$ cat src/rtl/rmii_rx_deser.sv
// RMII receive front end: preamble/SFD detection and MSB-first dibit-to-word deserialiser.
// Define RMII_RX_STATS_EN to add saturating frame/error/overflow statistics counters.
module rmii_rx_deser #(
    parameter int PREAMBLE_MIN = 4,
    parameter int CNT_W        = 16
) (
    input  logic        clk_25_mhz,
    input  logic        rst,
    input  logic        crs_dv,
    input  logic [1:0]  rx_d,
    input  logic        rx_er,
    input  logic        rx_read,
    output logic [31:0] rx_buf,
    output logic        rx_full,
    output logic [4:0]  rx_dibits,
    output logic        rx_frame_end,
    output logic        rx_err,
    output logic        rx_overflow
`ifdef RMII_RX_STATS_EN
    ,
    output logic [CNT_W-1:0] stat_frames,
    output logic [CNT_W-1:0] stat_errors,
    output logic [CNT_W-1:0] stat_overflows
`endif
);

    typedef enum logic [1:0] {
        IDLE,
        PREAMBLE,
        DATA,
        DROP
    } state_t;

    localparam logic [3:0] PRE_MIN = 4'(PREAMBLE_MIN);
    localparam logic [3:0] PRE_MAX = 4'hF;

    state_t      state, state_next;
    logic [3:0]  pre_cnt, pre_cnt_next;
    logic [4:0]  dib_cnt, dib_cnt_next;
    logic [31:0] shreg, shreg_next;
    logic        word_done;
    logic [31:0] word_data;
    logic [4:0]  word_dibits;
    logic [5:0]  pad_bits;
    logic        frame_end_set;
    logic        err_set;

    always_ff @(posedge clk_25_mhz or posedge rst) begin
        if (rst) begin
            state   <= IDLE;
            pre_cnt <= '0;
            dib_cnt <= '0;
            shreg   <= '0;
        end else begin
            state   <= state_next;
            pre_cnt <= pre_cnt_next;
            dib_cnt <= dib_cnt_next;
            shreg   <= shreg_next;
        end
    end

    // Stale high bits of shreg are harmless: a partial word is shifted so only
    // the dib_cnt freshest dibits survive at the top.
    assign pad_bits = 6'd32 - {dib_cnt, 1'b0};

    always_comb begin
        state_next    = state;
        pre_cnt_next  = pre_cnt;
        dib_cnt_next  = dib_cnt;
        shreg_next    = shreg;
        word_done     = 1'b0;
        word_data     = '0;
        word_dibits   = dib_cnt;
        frame_end_set = 1'b0;
        err_set       = 1'b0;

        case (state)
            IDLE: begin
                if (crs_dv) begin
                    if (rx_d == 2'b01) begin
                        state_next   = PREAMBLE;
                        pre_cnt_next = 4'd1;
                    end else begin
                        state_next = DROP;
                    end
                end
            end
            PREAMBLE: begin
                if (!crs_dv) begin
                    state_next = IDLE;
                end else if (rx_d == 2'b01) begin
                    if (pre_cnt != PRE_MAX) begin
                        pre_cnt_next = pre_cnt + 4'd1;
                    end
                end else if (rx_d == 2'b11 && pre_cnt >= PRE_MIN) begin
                    state_next   = DATA;
                    dib_cnt_next = '0;
                end else begin
                    state_next = DROP;
                    err_set    = 1'b1;
                end
            end
            DATA: begin
                if (!crs_dv) begin
                    state_next    = IDLE;
                    frame_end_set = 1'b1;
                    if (dib_cnt != 5'd0) begin
                        word_done = 1'b1;
                        word_data = shreg << pad_bits;
                    end
                end else if (rx_er) begin
                    state_next   = DROP;
                    err_set      = 1'b1;
                    dib_cnt_next = '0;
                end else begin
                    shreg_next = {shreg[29:0], rx_d};
                    if (dib_cnt == 5'd15) begin
                        word_done    = 1'b1;
                        word_data    = {shreg[29:0], rx_d};
                        word_dibits  = 5'd16;
                        dib_cnt_next = '0;
                    end else begin
                        dib_cnt_next = dib_cnt + 5'd1;
                    end
                end
            end
            DROP: begin
                if (!crs_dv) begin
                    state_next = IDLE;
                end
            end
            default: begin
                state_next = IDLE;
            end
        endcase
    end

    // A finished word loads if the buffer is free or being read this cycle;
    // otherwise it is dropped and the held word stays intact.
    always_ff @(posedge clk_25_mhz or posedge rst) begin
        if (rst) begin
            rx_buf       <= '0;
            rx_full      <= 1'b0;
            rx_dibits    <= '0;
            rx_frame_end <= 1'b0;
            rx_err       <= 1'b0;
            rx_overflow  <= 1'b0;
        end else begin
            rx_frame_end <= frame_end_set;
            rx_err       <= err_set;
            rx_overflow  <= 1'b0;
            if (word_done) begin
                if (!rx_full || rx_read) begin
                    rx_buf    <= word_data;
                    rx_dibits <= word_dibits;
                    rx_full   <= 1'b1;
                end else begin
                    rx_overflow <= 1'b1;
                end
            end else if (rx_read) begin
                rx_full <= 1'b0;
            end
        end
    end

`ifdef RMII_RX_STATS_EN
    always_ff @(posedge clk_25_mhz or posedge rst) begin
        if (rst) begin
            stat_frames    <= '0;
            stat_errors    <= '0;
            stat_overflows <= '0;
        end else begin
            if (rx_frame_end && stat_frames != '1) begin
                stat_frames <= stat_frames + 1'b1;
            end
            if (rx_err && stat_errors != '1) begin
                stat_errors <= stat_errors + 1'b1;
            end
            if (rx_overflow && stat_overflows != '1) begin
                stat_overflows <= stat_overflows + 1'b1;
            end
        end
    end
`endif

endmodule

$ cat config.mk
export PLATFORM = sky130hd
export DESIGN_NAME = rmii_rx_deser
export DESIGN_NICKNAME = d
export VERILOG_FILES = /design/src/rtl/rmii_rx_deser.sv
export SDC_FILE = /design/constraint.sdc
export NUM_CORES = 1
export LEC_CHECK = 0
export ABC_AREA = 1
export BUFFER_PORTS_ARGS = -buffer_cell sky130_fd_sc_hd__buf_2
export CORE_UTILIZATION = 30
export CTS_CLUSTER_DIAMETER = 60
export DETAILED_ROUTE_END_ITERATION = 8
export SETUP_SLACK_MARGIN = 0.1
export SYNTH_ARGS = -nofsm -noshare
export SYNTH_HDL_FRONTEND = slang
export SYNTH_SLANG_ARGS = --single-unit
$ cat constraint.sdc
create_clock -name clk_25_mhz -period 5.3 [get_ports clk_25_mhz]
set_input_delay 0.53 -clock clk_25_mhz [delete_from_list [all_inputs] [get_ports clk_25_mhz]]
set_output_delay 0.53 -clock clk_25_mhz [all_outputs]
set_load 0.05 [all_outputs]
==> impl_metrics.tcl, run 1 <==
set metrics [dict create \
    synthesis.yosys.warnings 0 \
    dpl-instance-area_um2 5454 \
    cellPowerDensity_nw_per_um2 743.3 \
    root_buffer_master "clkbuf_16" \
    post_drt_wl_per_cell_um 14.65 \
    die-height_um 132.8 \
    setup.worst_path.end_class "flip-flop" \
    avgSynthCellArea_um2 6.865 \
    final-setup-viol-count 0 \
    clock_latency_late_sink_ns 0.35 \
    timing.setup.critical_path_class "flip-flop to flip-flop" \
    worst_clock_skew_ns 0.01015 \
    netlist_top_cells_area "dfrtp_1, nand2_1, nand3_1, nor2_1, o21ai_0" \
    place_congestion 0.8534 \
    totalWireLength_mm 14.61 \
    synth.cell_area_um2 5135 \
    post_cts.repair.setup_buffers 0 \
    cap_viol_max_count 0 \
    num-fill-cells 1756 \
    grt_pass1_vias 4503 \
    groute.usage.overall_pct 17.26 \
    postSynthNetCount 764 \
    synth.most_common_cell "nand2_1" \
    viasPerCell 4.905 \
    post-layout-total-power_mw 4.326 \
    buffer_ports.inserted 47 \
    number_of_antenna_violations_at_the_first_check_in_global_routing 0 \
    crit_required_ns 5.55 \
    grt.overflow.total 0 \
    unrepaired_setup_endpoints_after_global_routing "no" \
    ant_nets 0 \
    dieWidth_um 132.8 \
    synth_area_leader_cell "dfrtp_1" \
    finalHoldViolCount 0 \
    post_route_cells_drive_above_1_share_pct 11.33 \
    core_area_um2 16640 \
    drcViolationCount 0 \
    drt_first_pass_iters 7 \
    initial_core_util_pct 30.85 \
    placed_cells_incl_taps 981 \
    timing.critical_path.fanout_max 38 \
    setup_tns_ns 0 \
    min_period_ns 3.116 \
    ys_async_sr_fraction_pct 100.0 \
    static-leakage-power_nw 2.872 \
    yosys_register_bits 84 \
    ir_worst_vdd_uv 314.6 \
    critical_path.n_buffers_inverters 4 \
    placement_rows 47 \
    tritoncts "done" \
    timing.critical_path.from_type "flip-flop" \
    design.die.area_um2 17640 \
    hold_path.class "input pin to async pin" \
    crit_slowest_cell "inv_1" \
    gate_family_responsible_for_the_most_delay_along_the_worst_path "buffers and inverters" \
    cts_inserted_buffers 9 \
    synth.cells.most_frequent "nand2_1, nand3_1, dfrtp_1, nor2_1, inv_1" \
    final-instance-count-excl-fill 997 \
    worst-endpoint-arrival_ns 3.37 \
    dp_hpwl_mm 9.997 \
    timing.final.crit_share_pct 58.79 \
    i_o_pins 48 \
    run_status "finished clean" \
    delay_contributed_by_the_slowest_stage_of_the_critical_path_ns 0.75 \
    first_pass_grt_wire_length_mm 23.85 \
    synth_edf_count 0 \
    synth_cell_types 29 \
    syn_to_final_growth_pct 13.35 \
    post-route-cell-area_um2 5821 \
    cts-root-to-sink-buffers 2 \
    synth.top_cell.area_share_pct 40.94 \
    fmax_mhz 320.9 \
    path_cells "inv_2 > ha_1 > buf_4 > inv_1 > nand3_1 > nand3_1 > nand2_1 > nand2_1 > nand3_1 > nand2_1 > inv_1" \
    clock_slew_at_the_register_clock_pins_of_the_worst_setup_and_hold_paths_ns 0.06 \
    grt_start_max_net_pins 51 \
    report.final.slew_viol_count 0 \
    cts_repair_resize_count 0 \
    seq_area_frac_synth_pct 40.94 \
    numClockSinks 84 \
    antenna_cells 0 \
    postSynthCellCount 748 \
    ys.flop_type "dfrtp_1" \
    finalNetCount 788 \
    clock_tree.htree_level_count 3 \
    routed-via-count 4890 \
    cts.hold.buffers_added 0 \
    worst_max_slew_pin_slew_ns 0.9717 \
    dr.first_iter.drc_count 429 \
    timing.slew.headroom_pct 35.15 \
]
layer usage:
metal	routed length (um)	up-vias	part of all wire [%]	GRT usage (%)
met5	0	-	0	0
met4	247	0	1.7	5.683
met3	660	21	4.5	2.912
met2	6402	148	44	26.27
met1	7295	2263	50	24.69
li1	-	2458	-	-
kinds of logic after synthesis:
logic type | Yosys count | synth area share [%]
AO/OA/AOI/OAI | 94 | 9.259
flip-flops | 84 | 40.94
XOR/XNOR | 3 | 0.5118
adder cells (fa/ha/maj) | 9 | 2.193
buffers and inverters | 97 | 8.699
AND/OR/NAND/NOR | 461 | 38.40
placed cells by master, fill, tap and decap left out:
master,instances
clkbuf_1,2
nand3_2,2
nand2_1,236
xor2_1,3
buf_2,47
a22oi_1,1
o21ai_0,50
o211ai_1,1
a21oi_1,42
nand3_1,118
clkbuf_16,9
inv_2,4
nor2_2,1
nor2_1,82
nand2_4,1
nor2_4,2
nand2_2,4
dfrtp_1,84
clkinv_2,1
nand4_1,4
clkinv_1,1
ha_1,9
inv_4,1
nor3_1,2
or2_1,2
nand3_4,1
bufinv_16,4
buf_4,4
or2_2,6
inv_1,52
clkbuf_8,1
path summary, 6_finish.rpt:
check	start	endpoint	depth (start not counted)	slack [ns]
setup / recovery	dib_cnt[0]	rx_buf[30]	11	2.18
hold / removal	rst	pre_cnt[0]	2	0.25
setup reg to reg	dib_cnt[0]	rx_buf[30]	11	2.18
hold reg to reg	rx_dibits[2]	rx_dibits[2]	2	0.48
max in group asynchronous	rst	rx_buf[25]	3	3.97
min in group clk_25_mhz	rx_d[1]	shreg[1]	3	0.47
flip-flops by register name, indices dropped and copies added, names as in the netlist, 2 cells and up:
signal / cells
dib_cnt: 5
rx_buf: 32
state: 2
pre_cnt: 4
shreg: 32
rx_dibits: 5
report_power, final:
group / switching, mW / leakage [nW] / internal, mW
registers: 0.248 / 1.06 / 0.928
clock network: 0.261 / 0.177 / 0.522
logic: 1.73 / 1.63 / 0.637
area by class of cell:
cell class | instances | area (um^2) | share of cell area, %
clock inverters | 4 | 120.1 | 2.064
clock buffers | 12 | 246.5 | 4.235
well taps | 220 | 275.3 | 4.729
repair buffers | 51 | 265.3 | 4.557
flip-flops and latches | 84 | 2102 | 36.11
multi-input cells | 567 | 2586 | 44.43
inverters | 59 | 225.2 | 3.869
stage by stage:
step	setup WS [ns]	hold slack [ns]	util (%)
3_3_place_gp	2.274	0.4617	32.77
6_report	2.184	0.2490	34.97
4_1_cts	2.242	0.2729	34.97
3_5_place_dp	2.262	0.4712	32.77
5_1_grt	1.944	0.3005	34.97
2_1_floorplan	2.605	0.4534	-
Power figures use the tool's default switching activity.
==> run 2: changes to the inputs <==
Settings changed: ABC_AREA 1 to 0.
Clock period 5.3 ns to 2.7 ns, I/O delays scaled along.
==> impl_metrics.tcl, run 2 <==
set metrics [dict create \
    run_status "finished clean" \
    routed-via-count 4185 \
    antenna_cells 0 \
    crit_slowest_cell "o32a_1" \
    seq_area_frac_synth_pct 41.71 \
    number_of_antenna_violations_at_the_first_check_in_global_routing 0 \
    design.die.area_um2 17320 \
    final-setup-viol-count 0 \
    critical-path-top-cell-by-count "buf_12" \
    post-layout-total-power_mw 6.414 \
    grt.overflow.total 0 \
    timing.critical_path.from_type "flip-flop" \
    synth_cell_types 59 \
    report.final.slew_viol_count 0 \
    finalNetCount 580 \
    timing.slew.headroom_pct 59.79 \
    synth.cells.most_frequent "nand2_1, dfrtp_1, nor2_1, a21oi_1, o21ai_0" \
    r2r-start "dib_cnt[0]" \
    timing.setup.critical_path_class "flip-flop to flip-flop" \
    syn_to_final_growth_pct 16.26 \
    drcViolationCount 0 \
    synthesis.yosys.warnings 0 \
    synth_area_leader_cell "dfrtp_1" \
    postSynthNetCount 539 \
    viasPerCell 5.304 \
    timing.critical_path.fanout_max 74 \
    totalWireLength_mm 13.03 \
    cellPowerDensity_nw_per_um2 1095 \
    clock_tree.htree_level_count 3 \
    final_common_cell "nand2_1" \
    dr.first_iter.drc_count 388 \
    static-leakage-power_nw 2.664 \
    core_area_um2 16470 \
    path_cells "buf_12 > ha_1 > nand3_2 > o32a_1 > nor2b_4 > buf_12 > o21ai_0 > o22a_1" \
    critPathLaunch "dib_cnt[0]" \
    multiInputGateArea_um2 2715 \
    fmax_mhz 416.2 \
    num-fill-cells 1669 \
    worst-endpoint-arrival_ns 2.63 \
    synth.top_cell.area_share_pct 41.71 \
    synth_edf_count 0 \
    ys.flop_type "dfrtp_1" \
    crit_required_ns 2.93 \
    post_drt_wl_per_cell_um 16.51 \
    postSynthCellCount 523 \
    grt_start_max_net_pins 75 \
    timing.final.crit_share_pct 88.99 \
    hold_path.class "input pin to flip-flop" \
    placement_rows 47 \
    avgSynthCellArea_um2 9.636 \
    yosys_register_bits 84 \
    final-seq-area_um2 2103 \
    hold_path.startpoint "rx_read" \
    place_congestion 0.8925 \
    cts_inserted_buffers 9 \
    unrepaired_setup_endpoints_after_global_routing "no" \
    root_buffer_master "clkbuf_16" \
    clock_latency_late_sink_ns 0.34 \
    synth.most_common_cell "nand2_1" \
    final.setup.worst_slack_ns 0.2973 \
    i_o_pins 48 \
    largestRegisters "rx_buf x32, shreg x32" \
    die-height_um 131.6 \
    setup.worst_path.end_class "flip-flop" \
    post_route_cells_drive_above_1_share_pct 19.68 \
    ys_async_sr_fraction_pct 100.0 \
    numClockSinks 84 \
    dpl-instance-area_um2 5573 \
    drt_first_pass_iters 5 \
    synth.cell_area_um2 5040 \
    groute.usage.overall_pct 15.60 \
    dieWidth_um 131.6 \
    ir_worst_vdd_uv 652.4 \
    delay_contributed_by_the_slowest_stage_of_the_critical_path_ns 0.44 \
    netlist_top_cells_area "dfrtp_1, nand2_1, mux4_1, mux4_2, a21oi_1" \
    layout.cells.most_common_list "nand2_1, dfrtp_1, nor2_1, buf_2, a21oi_1" \
    clock_slew_at_the_register_clock_pins_of_the_worst_setup_and_hold_paths_ns 0.06 \
    worst_clock_skew_ns 0.008164 \
    finalHoldViolCount 0 \
    buffer_ports.inserted 47 \
    worst_max_slew_pin_slew_ns 0.5986 \
    setup_tns_ns 0 \
    grt_pass1_vias 3973 \
    ant_nets 0 \
    cap_viol_max_count 0 \
    tritoncts "done" \
    detailedPlace.worstSlack_ns 0.1637 \
    post-route-cell-area_um2 5859 \
    cts-root-to-sink-buffers 2 \
    initial_core_util_pct 30.61 \
    min_period_ns 2.403 \
    post_cts.repair.setup_buffers 0 \
    first_pass_grt_wire_length_mm 21.58 \
    dp_hpwl_mm 9.111 \
]
## run 2: cell count changes after synthesis, sizes merged, moves of 6 or more
cell | before | now
a22oi | 1 | 7
inv | 58 | 15
or2 | 8 | 1
buf | 31 | 23
nand3 | 121 | 11
o211a | 0 | 6
mux2i | 0 | 12
mux4 | 0 | 26
nor2 | 85 | 49
o21ai | 50 | 26
nand2 | 241 | 120
clkbuf | 7 | 14
## run 2: logic make-up after synthesis
logic type               share of synthesized area, %
AND/OR/NAND/NOR                                 18.47
AO/OA/AOI/OAI                                   16.39
flip-flops                                      41.71
buffers and inverters                           5.213
multiplexers                                    15.64
adder cells (fa/ha/maj)                         2.234
XOR/XNOR                                       0.3476
## run 2: what timing repair did
action | CTS | global route
endpoints found under the hold margin | 10 | 0
gates resized for setup | 0 | 1
setup endpoints to repair | 0 | 8
hold buffers | 1 | 0
## run 2: where the power goes
part | total, mW | switching [mW] | internal, mW | leakage, nW
clock network | 1.14 | 0.514 | 0.627 | 0.126
registers | 2.02 | 0.356 | 1.66 | 1.09
logic | 3.26 | 2.21 | 1.04 | 1.45
## run 2: critical path, delay by kind of cell, from the launching register on
| kind | cells | cell delay [ns] |
|---|---|---|
| AOI/OAI and AO/OA | 3 | 0.78 |
| adders and majority gates | 1 | 0.25 |
| buffers and inverters | 2 | 0.52 |
| DFF | 1 | 0.38 |
| and+or+nand+nor | 2 | 0.32 |
## run 2: area by class of cell
class | count | share of cell area [%]
clock buffers | 11 | 3.972
clock inverters | 5 | 0.6406
inverters | 15 | 0.9823
multi-input cells | 387 | 46.34
flip-flops and latches | 84 | 35.90
well taps | 220 | 4.698
repair buffers | 67 | 7.474
## run 2: metrics by stage
step | std cells | hold WS [ns] | utilization (%)
5_1_grt | 789 | 0.2169 | 35.59
3_3_place_gp | 772 | 0.1853 | 33.85
2_1_floorplan | 523 | 0.3644 | -
6_report | 789 | 0.2151 | 35.59
3_5_place_dp | 772 | 0.1929 | 33.85
4_1_cts | 789 | 0.2079 | 35.55
## run 2: per-layer routing
layer  up-vias  share of wire, %  GRT usage, %
li1       1957                 -             -
met1      2060                45         21.20
met2       151                47         24.43
met3        17               5.9         2.894
met4         0               2.0         6.266
met5         -                 0             0
## run 2: final timing paths
path                       slack, ns     endpoint  depth (start not counted)
max                             0.30   rx_buf[24]                          8
min                             0.22  rx_overflow                          3
max reg2reg                     0.30   rx_buf[24]                          8
min reg2reg                     0.49    shreg[31]                          2
max in group asynchronous       1.66   dib_cnt[0]                          4
min in group asynchronous       0.37   pre_cnt[2]                          3
